`src/rtl/uart_tx_sched_pkg.sv`:
```
// Shared types and sizing helpers for the uart_tx scheduler.
package uart_tx_sched_pkg;

  typedef enum logic [2:0] {
    S_IDLE,
    S_LAUNCH,
    S_WAIT_START,
    S_WAIT_DONE,
    S_GAP
  } sched_state_e;

  // Inter-frame gap counter width; GAP_CLKS tops out at 255.
  localparam int GAP_W = 8;

  // Width of a requester index (at least one bit).
  function automatic int req_w(input int n);
    return (n > 1) ? $clog2(n) : 1;
  endfunction

endpackage

```
`src/rtl/uart_tx_sched_if.sv`:
```
// Requester-side and uart_tx-side handshake bundle around the scheduler.
interface uart_tx_sched_if #(
  parameter int NUM_REQ = 4
);
  logic [NUM_REQ-1:0]      req;
  logic [NUM_REQ-1:0][7:0] req_data;
  logic [NUM_REQ-1:0]      req_last;
  logic [NUM_REQ-1:0]      req_ack;
  logic                    send_trig;
  logic [7:0]              send_data;
  logic                    tx_bsy;

  // Scheduler side.
  modport slave (
    input  req, req_data, req_last, tx_bsy,
    output req_ack, send_trig, send_data
  );

  // Requesters plus uart_tx side.
  modport master (
    output req, req_data, req_last, tx_bsy,
    input  req_ack, send_trig, send_data
  );
endinterface

```
`src/rtl/uart_tx_sched_rr_arbiter.sv`:
```
// Combinational round-robin pick: first set request at/after the rr pointer, wrapping.
module uart_tx_sched_rr_arbiter
  import uart_tx_sched_pkg::*;
#(
  parameter  int NUM_REQ = 4,
  localparam int REQ_W   = req_w(NUM_REQ)
) (
  input  logic [NUM_REQ-1:0] req_i,
  input  logic [REQ_W-1:0]   rr_i,
  output logic               gnt_vld_o,
  output logic [REQ_W-1:0]   gnt_id_o
);
  logic [REQ_W-1:0] idx;

  // Scan farthest offset first so the nearest set bit to rr wins.
  always_comb begin
    gnt_vld_o = 1'b0;
    gnt_id_o  = '0;
    idx       = '0;
    for (int i = NUM_REQ - 1; i >= 0; i--) begin
      idx = REQ_W'((int'(rr_i) + i) % NUM_REQ);
      if (req_i[idx]) begin
        gnt_vld_o = 1'b1;
        gnt_id_o  = idx;
      end
    end
  end
endmodule

```
`src/rtl/uart_tx_sched.sv`:
```
// Round-robin scheduler: locks one requester onto the shared uart_tx for a whole packet.
module uart_tx_sched
  import uart_tx_sched_pkg::*;
#(
  parameter  int NUM_REQ  = 4,
  parameter  int GAP_CLKS = 0,
  parameter  int LOCK_TMO = 255,
  localparam int REQ_W    = req_w(NUM_REQ)
) (
  input  logic             clk,
  input  logic             rst_n,
  uart_tx_sched_if.slave   bus,
  output logic [REQ_W-1:0] grant_id_o,
  output logic             locked_o,
  output logic             stall_err_o
);
  localparam int TMO_W = $clog2(LOCK_TMO + 1);

  sched_state_e       state_q, state_d;
  logic [REQ_W-1:0]   grant_q, grant_d;
  logic [REQ_W-1:0]   rr_q, rr_d, rr_nxt;
  logic [REQ_W-1:0]   pick_id;
  logic               pick_vld;
  logic               locked_q, locked_d;
  logic               last_q, last_d;
  logic               ws_q, ws_d;
  logic               trig_q, trig_d;
  logic               stall_q, stall_d;
  logic [TMO_W-1:0]   tmo_q, tmo_d;
  logic [GAP_W-1:0]   gap_q, gap_d;
  logic [NUM_REQ-1:0] ack_q, ack_d;
  logic [7:0]         data_q, data_d;
  logic               exit_now;

  uart_tx_sched_rr_arbiter #(.NUM_REQ(NUM_REQ)) u_arb (
    .req_i     (bus.req),
    .rr_i      (rr_q),
    .gnt_vld_o (pick_vld),
    .gnt_id_o  (pick_id)
  );

  // Pointer wraps modulo NUM_REQ, not modulo 2^REQ_W.
  assign rr_nxt = (grant_q == REQ_W'(NUM_REQ - 1)) ? '0 : grant_q + 1'b1;

  // Next-state and registered-output decode.
  always_comb begin
    state_d  = state_q;
    grant_d  = grant_q;
    rr_d     = rr_q;
    locked_d = locked_q;
    last_d   = last_q;
    ws_d     = ws_q;
    tmo_d    = tmo_q;
    gap_d    = gap_q;
    data_d   = data_q;
    ack_d    = '0;
    trig_d   = 1'b0;
    stall_d  = 1'b0;
    exit_now = 1'b0;
    case (state_q)
      S_IDLE: begin
        if (pick_vld) begin
          grant_d  = pick_id;
          locked_d = 1'b1;
          tmo_d    = '0;
          state_d  = S_LAUNCH;
        end
      end
      S_LAUNCH: begin
        // A frame still on the wire is not ours to time out against.
        if (bus.tx_bsy) begin
          state_d = S_LAUNCH;
        end else if (bus.req[grant_q]) begin
          trig_d         = 1'b1;
          data_d         = bus.req_data[grant_q];
          ack_d[grant_q] = 1'b1;
          last_d         = bus.req_last[grant_q];
          ws_d           = 1'b0;
          state_d        = S_WAIT_START;
        end else if (tmo_q == TMO_W'(LOCK_TMO - 1)) begin
          locked_d = 1'b0;
          rr_d     = rr_nxt;
          state_d  = S_IDLE;
        end else if (tmo_q != '1) begin
          tmo_d = tmo_q + 1'b1;
        end
      end
      S_WAIT_START: begin
        // The acked byte is not resent on a stall; it is lost.
        if (bus.tx_bsy) begin
          state_d = S_WAIT_DONE;
        end else if (ws_q) begin
          stall_d = 1'b1;
          tmo_d   = '0;
          state_d = S_LAUNCH;
        end else begin
          ws_d = 1'b1;
        end
      end
      S_WAIT_DONE: begin
        if (!bus.tx_bsy) begin
          if (GAP_CLKS > 0) begin
            gap_d   = '0;
            state_d = S_GAP;
          end else begin
            exit_now = 1'b1;
          end
        end
      end
      S_GAP: begin
        if (gap_q == GAP_W'(GAP_CLKS - 1)) exit_now = 1'b1;
        else                               gap_d    = gap_q + 1'b1;
      end
      default: state_d = S_IDLE;
    endcase

    if (exit_now) begin
      if (last_q) begin
        locked_d = 1'b0;
        rr_d     = rr_nxt;
        state_d  = S_IDLE;
      end else begin
        tmo_d   = '0;
        state_d = S_LAUNCH;
      end
    end
  end

  // State and output registers.
  always_ff @(posedge clk or negedge rst_n) begin
    if (!rst_n) begin
      state_q  <= S_IDLE;
      grant_q  <= '0;
      rr_q     <= '0;
      locked_q <= 1'b0;
      last_q   <= 1'b0;
      ws_q     <= 1'b0;
      tmo_q    <= '0;
      gap_q    <= '0;
      data_q   <= '0;
      ack_q    <= '0;
      trig_q   <= 1'b0;
      stall_q  <= 1'b0;
    end else begin
      state_q  <= state_d;
      grant_q  <= grant_d;
      rr_q     <= rr_d;
      locked_q <= locked_d;
      last_q   <= last_d;
      ws_q     <= ws_d;
      tmo_q    <= tmo_d;
      gap_q    <= gap_d;
      data_q   <= data_d;
      ack_q    <= ack_d;
      trig_q   <= trig_d;
      stall_q  <= stall_d;
    end
  end

  assign bus.req_ack   = ack_q;
  assign bus.send_trig = trig_q;
  assign bus.send_data = data_q;
  assign grant_id_o    = grant_q;
  assign locked_o      = locked_q;
  assign stall_err_o   = stall_q;
endmodule

```
`src/flat_wrapper.sv`:
```
// flat-port wrapper written by rule: the top's interface ports become plain ports
module uart_tx_sched_flat import uart_tx_sched_pkg::*;
#(
  parameter  int NUM_REQ  = 4,
  parameter  int GAP_CLKS = 0,
  parameter  int LOCK_TMO = 255,
  localparam int REQ_W    = req_w(NUM_REQ)
)
  (clk, rst_n, grant_id_o, locked_o, stall_err_o, bus_req, bus_req_data, bus_req_last, bus_tx_bsy, bus_req_ack, bus_send_trig, bus_send_data);
  uart_tx_sched_if #(.NUM_REQ(NUM_REQ)) bus_i ();
  input  logic clk;
  input  logic rst_n;
  output logic [REQ_W-1:0] grant_id_o;
  output logic locked_o;
  output logic stall_err_o;
  input wire logic [$bits(bus_i.req)-1:0] bus_req;
  input wire logic [$bits(bus_i.req_data)-1:0] bus_req_data;
  input wire logic [$bits(bus_i.req_last)-1:0] bus_req_last;
  input wire logic [$bits(bus_i.tx_bsy)-1:0] bus_tx_bsy;
  output wire logic [$bits(bus_i.req_ack)-1:0] bus_req_ack;
  output wire logic [$bits(bus_i.send_trig)-1:0] bus_send_trig;
  output wire logic [$bits(bus_i.send_data)-1:0] bus_send_data;
  assign bus_i.req = bus_req;
  assign bus_i.req_data = bus_req_data;
  assign bus_i.req_last = bus_req_last;
  assign bus_i.tx_bsy = bus_tx_bsy;
  assign bus_req_ack = bus_i.req_ack;
  assign bus_send_trig = bus_i.send_trig;
  assign bus_send_data = bus_i.send_data;
  uart_tx_sched #(.NUM_REQ(NUM_REQ), .GAP_CLKS(GAP_CLKS), .LOCK_TMO(LOCK_TMO)) u_core (.clk(clk), .rst_n(rst_n), .bus(bus_i), .grant_id_o(grant_id_o), .locked_o(locked_o), .stall_err_o(stall_err_o));
endmodule
```
`config.mk`:
```
export PLATFORM = sky130hd
export DESIGN_NAME = uart_tx_sched_flat
export DESIGN_NICKNAME = d
export VERILOG_FILES = /design/src/rtl/uart_tx_sched_pkg.sv /design/src/rtl/uart_tx_sched_if.sv /design/src/rtl/uart_tx_sched_rr_arbiter.sv /design/src/rtl/uart_tx_sched.sv /design/src/flat_wrapper.sv
export SDC_FILE = /design/constraint.sdc
export NUM_CORES = 1
export LEC_CHECK = 0
export ABC_AREA = 1
export BUFFER_PORTS_ARGS = -buffer_cell sky130_fd_sc_hd__buf_2
export CAP_MARGIN = 25
export CORE_MARGIN = 2
export CORE_UTILIZATION = 52
export DETAILED_ROUTE_END_ITERATION = 7
export PLACE_DENSITY = 0.8
export SYNTH_ARGS = -nofsm -noshare
export SYNTH_HDL_FRONTEND = slang
export SYNTH_SLANG_ARGS = --single-unit
```
`constraint.sdc`:
```
create_clock -name clk -period 2 [get_ports clk]
set_clock_uncertainty 0.1 [all_clocks]
set_input_delay 0.4 -clock clk [delete_from_list [all_inputs] [get_ports clk]]
set_output_delay 0.4 -clock clk [all_outputs]
set_load 0.01 [all_outputs]
```
==> run summary, run 1 <==
The flow ran to the end, and the final reports show no timing, DRC or antenna violations. Ranked by total cell area, the synthesized netlist is headed by dfrtp_1, nand2_1, o21ai_0. The layout-stage area growth over the synthesis result came out at 19.8%. Measured against its own limit, the worst slew margin works out to 54.8%. The wire length of the first global-routing pass came out at around 9000 µm. The clock network burns 13.4% of the power.

Dividing total power by cell area gives a power density of 1390 nW/µm². The fraction of layout instances using a drive strength above 1 is a little under a quarter. The sequential-to-total area share from yosys stat came out at between 30 and 40%. The number of distinct standard cells referenced by the synthesized netlist came out at 29.

The post-route setup TNS is 0 ns. The synthesized design devotes to its leading area cell type between 30% and 40% of total area. The count of nets left with antenna violations after detail routing is 0. The number of failing setup endpoints in the final timing report is 0. The synthesized netlist devotes less than 1% of its cell area to XOR and XNOR gates.

The internal power summed over all cells is 1.82 mW. The post-synthesis cell type with the largest combined area is dfrtp_1. The number of nets in the layout came out at about 440. The cell row count came out at 23. Across the VDD grid, the largest voltage drop is between 0.7 and 0.8 mV. The async set-or-reset flop fraction in the synthesized netlist came out at 100%. The filler cells instantiated in the layout total about 350. The clock reaches the later pin of the worst-skew pair after 0.29 ns.

The path class of the tightest hold or removal check is in -> async. The worst setup path is launched from a register. The number of instances resized during post-cts repair is 0. The count of inserted antenna diode cells is 0.

The total overflow reported by the global router came out at 0. The sequential share of power came out at between 30% and 40%. The portion of the clock cycle consumed by the worst path in the final layout is 91.1%.

The number of antenna violations at the first check in global routing is 0. By area, the combinational part of the netlist is dominated by simple AND/OR/NAND/NOR gates. The biggest fanout along the worst timing path is 6.

The number of buffers on the longest clock path is 2. The number of hold buffers added after CTS is 0. The remaining routing DRC violations is 0.

Yosys mapped a number of flops with a built-in enable equal to 0. The width of the chip is around 68 µm. The most numerous cell type found on the critical path is nand2_1. After clock tree synthesis, the setup repair step added 0 buffers. TritonCTS built the clock tree.

The first detailed-routing pass took 4 iterations. On the worst path, the slowest cell contributes a delay of 0.44 ns. The number of buffers inserted by port buffering came out at a little under 60. STA classifies the critical path endpoint as a register. The area of the mapped netlist is around 2200 µm². The maximum number of pins on one net before global-route repair is 32. The combinational share of power is between 50% and 60%. Setup repair after global routing left no endpoint under its margin.

The clock slew at the register clock pins of the worst setup and hold paths came out at about 0.070 ns. The static leakage is approximately 1.4 nW. At the worst endpoint, the required time is about 2.1 ns. The number of global-route vias before repair was 2077. For the pin with the worst max-slew slack, the measured transition is 0.678 ns. The total detailed-routing wirelength is roughly 5300 µm. The die footprint came out at 4680 µm². The area inside the core boundary is ~4000 µm². The number of pins with negative max-slew slack in the final report is 0. For this run, the leading register cell type out of synthesis is dfrtp_1. The flip-flop and latch count after synthesis came out at 31. The placed wire-length estimate after detailed placement came out at between 4000 and 5000 µm. The simple-gate area share of the yosys netlist came out at 35.7%. The CTS H-tree depth came out at 2.

The cell count after synthesis came out at 328. Final hold analysis gives a worst-case slack of 0.0415 ns. The die is 68.4 µm tall.

In this run, the number of DRC markers left after iteration 0 of detailed routing was 117. Traced cell by cell, the critical path runs through ha_1 -> o211ai_1 -> inv_1 -> nor2_1 -> nand2_1 -> nand2_1 -> nand3_1 -> nand2_1 -> inv_1. The area fraction in compound gates after synthesis came out at about 14%. The wire length per cell came out at 12.1 µm. When the netlist entered floorplanning its net count stood at 377. The area share of fa/ha/maj cells after synthesis is approximately 3.5%. In the global route stage, overall resource usage came out at about a quarter.

The average cell area after synthesis came out at about 6.6 µm². Data on the critical path arrives at its endpoint at about 1.9 ns. The total clock buffers created by CTS is 5. Once the floorplan was initialized, standard cells occupied between 50% and 60% of the core. The switching share of power is 49.3%. After layout, the minimum clock period comes to 1.82 ns. The critical path is of the reg -> reg type. The fmax came out at roughly 0.55 GHz. The total vias in the final route came out at about 2300.

The weighted congestion reported at the end of routability-driven placement came out at 0.871. For this design the total switching power over the nets is 1.77 mW. The final hold violation count came out at 0.

In this run the count of I/O pins placed on the die edge is 60. The fraction of synthesized area in multiplexers came out at 0%. The CTS root buffer is clkbuf_8. The Yosys step of the flow raised 0 warnings.

Across the run, the number of max-cap violations was 0. Using the TritonRoute via totals, the vias-per-cell ratio works out to 5.26. The largest individual stage delay along the critical path comes from the cell dfrtp_1. Total power for the finished layout comes to ~3.6 mW. The clock sink count came out at 31.
-- layout by cell type (no fill, tap or decap), drive strengths merged --
| cell | count |
|---|---|
| nand2 | 110 |
| buf | 65 |
| inv | 43 |
| nor2 | 38 |
| o21ai | 34 |
| dfrtp | 31 |
| nand3 | 27 |
| o22ai | 10 |
| a21oi | 8 |
| ha | 6 |
| clkbuf | 5 |
| nand4 | 5 |
| clkinv | 3 |
| o211ai | 2 |
| nor3 | 2 |
| xnor2 | 1 |
| o221ai | 1 |
-- cells by family after synthesis --
| kind of cell | count (synthesis) |
|---|---|
| compound gates | 55 |
| flops | 31 |
| simple gates | 182 |
| buf+inv | 53 |
| xor+xnor | 1 |
| fa+ha+maj | 6 |
-- Yosys cell counts (2+ instances only) --
cell and instances:
nand3_1 27, buf_2 2, o22ai_1 10, nand2_2 3
buf_6 2, nand4_1 4, o211ai_1 2, inv_2 4
ha_1 6, nor2_1 34, o21ai_0 32, nor2_2 3
dfrtp_1 31, nand2_1 107, inv_1 38, a21oi_1 7
clkbuf_1 4
-- worst max-delay path: cells and delay by family, from the launching register on --
kind	cells	cell delay (ns)
flops	1	0.44
compound gates	1	0.38
simple gates	5	0.45
fa+ha+maj	1	0.24
buf+inv	2	0.11
-- layer usage --
metal | GRT usage, % | vias to the layer above | share of wire (%)
li1 | - | 1175 | -
met1 | 32.9 | 1051 | 45
met2 | 42.2 | 84 | 47
met3 | 5.43 | 11 | 6.5
met4 | 9.25 | 0 | 1.5
met5 | 0 | - | 0
-- metrics by stage --
step / utilization, % / setup WS (ns) / cells / cell area (µm²)
2_1_floorplan: - / 0.373 / 328 / 2160
3_3_place_gp: 62.6 / 0.235 / 433 / 2500
3_5_place_dp: 62.6 / 0.201 / 433 / 2500
4_1_cts: 64.7 / 0.189 / 441 / 2590
5_1_grt: 64.7 / 0.00446 / 441 / 2590
6_report: 64.7 / 0.178 / 441 / 2590
-- path summary, 6_finish.rpt --
check / from / to / slack [ns] / cells after the start
hold reg to reg: u_core.bus.send_data[5]$_DFFE_PN0P_ / u_core.bus.send_data[5]$_DFFE_PN0P_ / 0.37 / 2
min in group clk: bus_tx_bsy / u_core.ws_q$_DFFE_PN0P_ / 0.37 / 2
max in group asynchronous: rst_n / u_core.ws_q$_DFFE_PN0P_ / 1.31 / 1
setup / recovery: u_core.tmo_q[1]$_DFF_PN0_ / u_core.tmo_q[2]$_DFF_PN0_ / 0.18 / 9
setup reg to reg: u_core.tmo_q[1]$_DFF_PN0_ / u_core.tmo_q[2]$_DFF_PN0_ / 0.18 / 9
hold / removal: rst_n / u_core.tmo_q[6]$_DFF_PN0_ / 0.04 / 1
-- sequential cells by signal, indices dropped and copies added (netlist names) --
signal and cells:
u_core.bus.send_trig 1, u_core.last_q 1, u_core.rr_q 2, u_core.bus.send_data 8, u_core.bus.req_ack 4, u_core.tmo_q 8
u_core.grant_id_o 2, u_core.stall_err_o 1, u_core.state_q 2, u_core.locked_o 1, u_core.ws_q 1
-- power groups by stage --
stage | clock [mW] | combinational [mW] | sequential, mW
5_1_grt | 0.519 | 2.29 | 1.15
3_3_place_gp | 0 | 1.94 | 1.10
3_5_place_dp | 0 | 1.99 | 1.11
4_1_cts | 0.492 | 2.00 | 1.10
6_report | 0.480 | 2.00 | 1.11
2_1_floorplan | 0 | 1.44 | 1.11
-- layout make-up --
type | instances | area (µm²) | share of cell area (%)
well taps | 50 | 62.6 | 2.42
multi-input cells | 244 | 1160 | 44.8
clock buffers | 5 | 68.8 | 2.66
repair buffers | 65 | 340 | 13.2
inverters | 43 | 164 | 6.34
flip-flops and latches | 31 | 776 | 30.0
clock inverters | 3 | 15.0 | 0.581
Note: power is estimated with default switching activity, not from simulation.
==> run 2, diff against run 1 <==
--- a/config.mk
+++ b/config.mk
@@ -8,10 +8,12 @@
 export ABC_AREA = 1
 export BUFFER_PORTS_ARGS = -buffer_cell sky130_fd_sc_hd__buf_2
 export CAP_MARGIN = 25
+export CELL_PAD_IN_SITES_DETAIL_PLACEMENT = 1
+export CELL_PAD_IN_SITES_GLOBAL_PLACEMENT = 1
 export CORE_MARGIN = 2
-export CORE_UTILIZATION = 52
+export CORE_UTILIZATION = 36
 export DETAILED_ROUTE_END_ITERATION = 7
-export PLACE_DENSITY = 0.8
+export PLACE_DENSITY = 0.89
 export SYNTH_ARGS = -nofsm -noshare
 export SYNTH_HDL_FRONTEND = slang
 export SYNTH_SLANG_ARGS = --single-unit
==> constraint.sdc (replaced) <==
create_clock -name clk -period 1.73 [get_ports clk]
set_clock_uncertainty 0.1 [all_clocks]
set_input_delay 0.346 -clock clk [delete_from_list [all_inputs] [get_ports clk]]
set_output_delay 0.346 -clock clk [all_outputs]
set_load 0.01 [all_outputs]
==> run 2 against run 1 <==
Effect of this change: wire length up 35%; clock power grew 18%; non-clock buffer count increased by 20; final cell count up 10%; combinational power grew 36%; count of clock-buffer cells in the layout increased by 2; worst setup slack lost 0.15 ns; critical path depth is the same; design area rose by 8.7%; hold slack better by 0.27 ns; total power is 28% higher; global-route usage shrank 2.9 points; largest cell class unchanged.
==> run summary, run 2 (same netlist as run 1, synthesis figures left out) <==
The final core utilization is 48.0% (-17 points). The layout-stage area growth over the synthesis result came out at 30.1%. The worst hold path begins at bus_tx_bsy. The met3 global-route usage is 5.05% (-0.37 points). The overall power after layout is 4.58 mW (+28%).

The sequential share of power is 28.2% (-2.6 points). The flow ran to the end, and the final reports show no timing, DRC or antenna violations. The met2 usage came to 40.0% (-2.2 points). The fraction of layout instances using a drive strength above 1 came to 28.2% (+5.5 points). The number of buffers on the longest clock path came to 2 (unchanged). The post-route minimum period is 1.70 ns (-0.119 ns).

In the layout the commonest cells are nand2_1, buf_2, inv_1, nor2_1, o21ai_0. The starting density of the core is 36.9% (-17 points). The iteration count of the initial detailed-routing pass was 4 (unchanged).

The critical path in this run is classified as reg -> reg. The area inside the core boundary is 5850 µm² (+46%). The weighted congestion reported at the end of routability-driven placement came out at 0.843 (-3.2%). The die footprint came to 6630 µm² (+42%). Leaving out fill and tap cells, the most frequent cell in the layout is nand2_1. The vertical die dimension came out at 81.5 µm (+19%). The worst setup path is launched from a register. The worst slew margin relative to its limit is 70.4% (+16 points). The portion of the clock cycle consumed by the worst path in the final layout is 98.4% (+7.3 points).

Setup repair after global routing could not meet its margin everywhere. The wire length of the first global-routing pass came to 11500 µm (+28%). The count of inserted antenna diode cells is 0 (unchanged). The total of max-cap violations is 0 (unchanged). The number of nets in the layout came out at 459 (+4.6%). The final hold violation count came out at 0 (unchanged). The worst hold path belongs to the class in -> reg. The internal power summed over all cells came out at 2.32 mW (+27%). The width of the chip came out at 81.5 µm (+19%). The total detailed-routing wirelength came to 7170 µm (+35%).

The per-cell via count in the routed design is 5.08 (-3.4%). The biggest fanout along the worst timing path came to 5 (-1). The initial DRC count came out at 85 (-27%). The number of pins with negative max-slew slack in the final report came out at 0 (unchanged).

The number of buffers inserted by port buffering came out at 59 (unchanged). The switching share of power came out at 49.4% (+0.062 points). The count of nets left with antenna violations after detail routing is 0 (unchanged).

The relative contribution of the clock network to total power was 12.4% (-1.0 points). The clock slew at the register clock pins of the worst setup and hold paths was 0.07 ns (about the same). The power density over the cells is 1630 nW/µm² (+17%). The clock network latency to the later pin of the worst-skew pair is 0.29 ns (about the same). The cell row count came out at 28 (+22%). The critical path starts at u_core.tmo_q[0]$_DFF_PN0_. The I/O pin count is 60 (unchanged).

The number of failing setup endpoints in the final timing report is 0 (unchanged). The clock sink count is 31 (unchanged). The static leakage is 1.54 nW (+6.4%). The total clock buffers created by CTS is 5 (unchanged). The global routing stage identified its most utilized layer as met2. The number of global-route vias before repair was 2483 (+20%).

The maximum VDD drop came out at 0.791 mV (+3.0%). The total vias in the final route came out at 2471 (+6.5%). The worst register-to-register path begins at u_core.tmo_q[0]$_DFF_PN0_. The critical path required time was 1.82 ns (-0.27 ns). The CTS H-tree depth is 2 (unchanged).

The maximum number of pins on one net before global-route repair came to 32 (unchanged). The slew of the pin with the lowest slew margin came to 0.440 ns (-0.238 ns). The worst endpoint data arrival time came out at 1.79 ns (-0.13 ns). The placed wire-length estimate after detailed placement was 5370 µm (+31%). The CTS root buffer is clkbuf_8. The post-route setup TNS came to 0 ns (unchanged). The combinational share of power came out at 59.5% (+3.7 points).

The overall track demand over capacity in global routing came out at 22.7% (-2.9 points). TritonCTS built the clock tree. The remaining routing DRC violations came out at 0 (unchanged). The worst setup path is captured at a register. The fmax is 0.587 GHz (+7.0%). The total overflow reported by the global router came out at 0 (unchanged). The power spent charging and discharging nets came out at 2.26 mW (+28%). The met1 track utilization from global routing is 27.4% (-5.5 points).

The number of antenna violations at the first check in global routing is 0 (unchanged). The wire length per cell came out at 14.8 µm (+22%).
==> run 2: cell types whose count changed in the layout (fill, tap and decap cells not counted), moves of 2 or more <==
cell	before	now
buf_4	6	25
clkbuf_1	0	2
dfrtp_1	31	27
o21ai_0	32	30
clkinv_2	3	1
ha_1	6	4
dfrtp_2	0	4
o21ai_1	1	3
==> run 2: area by class of cell <==
cell class | count | area, µm²
repair buffers | 85 | 493
fillers | 812 | 3040
multi-input cells | 244 | 1200
clock buffers | 7 | 76.3
flip-flops and latches | 31 | 781
inverters | 43 | 164
well taps | 75 | 93.8
clock inverters | 1 | 5.00
==> run 2: through the flow <==
stage	cells	hold WS, ns	cell area [µm²]	setup slack, ns
final	486	0.310	2810	0.0276
after global routing	486	0.326	2810	-0.121
after CTS	478	0.299	2710	0.00531
after detailed placement	469	0.301	2620	-0.0235
after global placement	469	0.297	2620	0.0864
after floorplan	328	-0.0496	2160	0.103
==> run 2: per-layer routing <==
metal,routed length (µm),part of all wire [%]
met2,3740,52
met5,0,0
met3,321,4.5
met4,114,1.6
met1,3000,42
==> run 2: final timing paths <==
path | end | slack, ns | depth (start not counted)
max | u_core.tmo_q[5]$_DFF_PN0_ | 0.03 | 9
min | u_core.ws_q$_DFFE_PN0P_ | 0.31 | 2
max reg2reg | u_core.tmo_q[5]$_DFF_PN0_ | 0.03 | 9
min reg2reg | u_core.bus.send_data[2]$_DFFE_PN0P_ | 0.37 | 2
max in group asynchronous | u_core.rr_q[0]$_DFF_PN0_ | 0.70 | 3
min in group asynchronous | u_core.tmo_q[7]$_DFF_PN0_ | 0.50 | 3
==> run 2: timing repair <==
action | CTS | global route
pin swaps | 0 | 4
endpoints found under the setup margin | 3 | 12
cloned | 0 | 0
hold buffers | 1 | 0
gates resized for setup | 1 | 14
buffers inserted | 0 | 8
endpoints found under the hold margin | 31 | 0
==> run 2: power groups by stage <==
stage               clock network, mW  logic (mW)  registers (mW)
finish                          0.567        2.72            1.29
global route                    0.610        3.08            1.33
CTS                             0.585        2.60            1.27
detailed placement                  0        2.57            1.28
global placement                    0        2.43            1.26
floorplan                           0        1.66            1.29
==> run 2: critical path: stages (launching register included) <==
cell and delay, ns:
dfrtp_1 0.39, inv_2 0.08, ha_4 0.17, o211ai_1 0.23
buf_4 0.18, nand4_1 0.12, nand2_1 0.12, nand2_1 0.07
nand2_2 0.09, a21oi_2 0.05
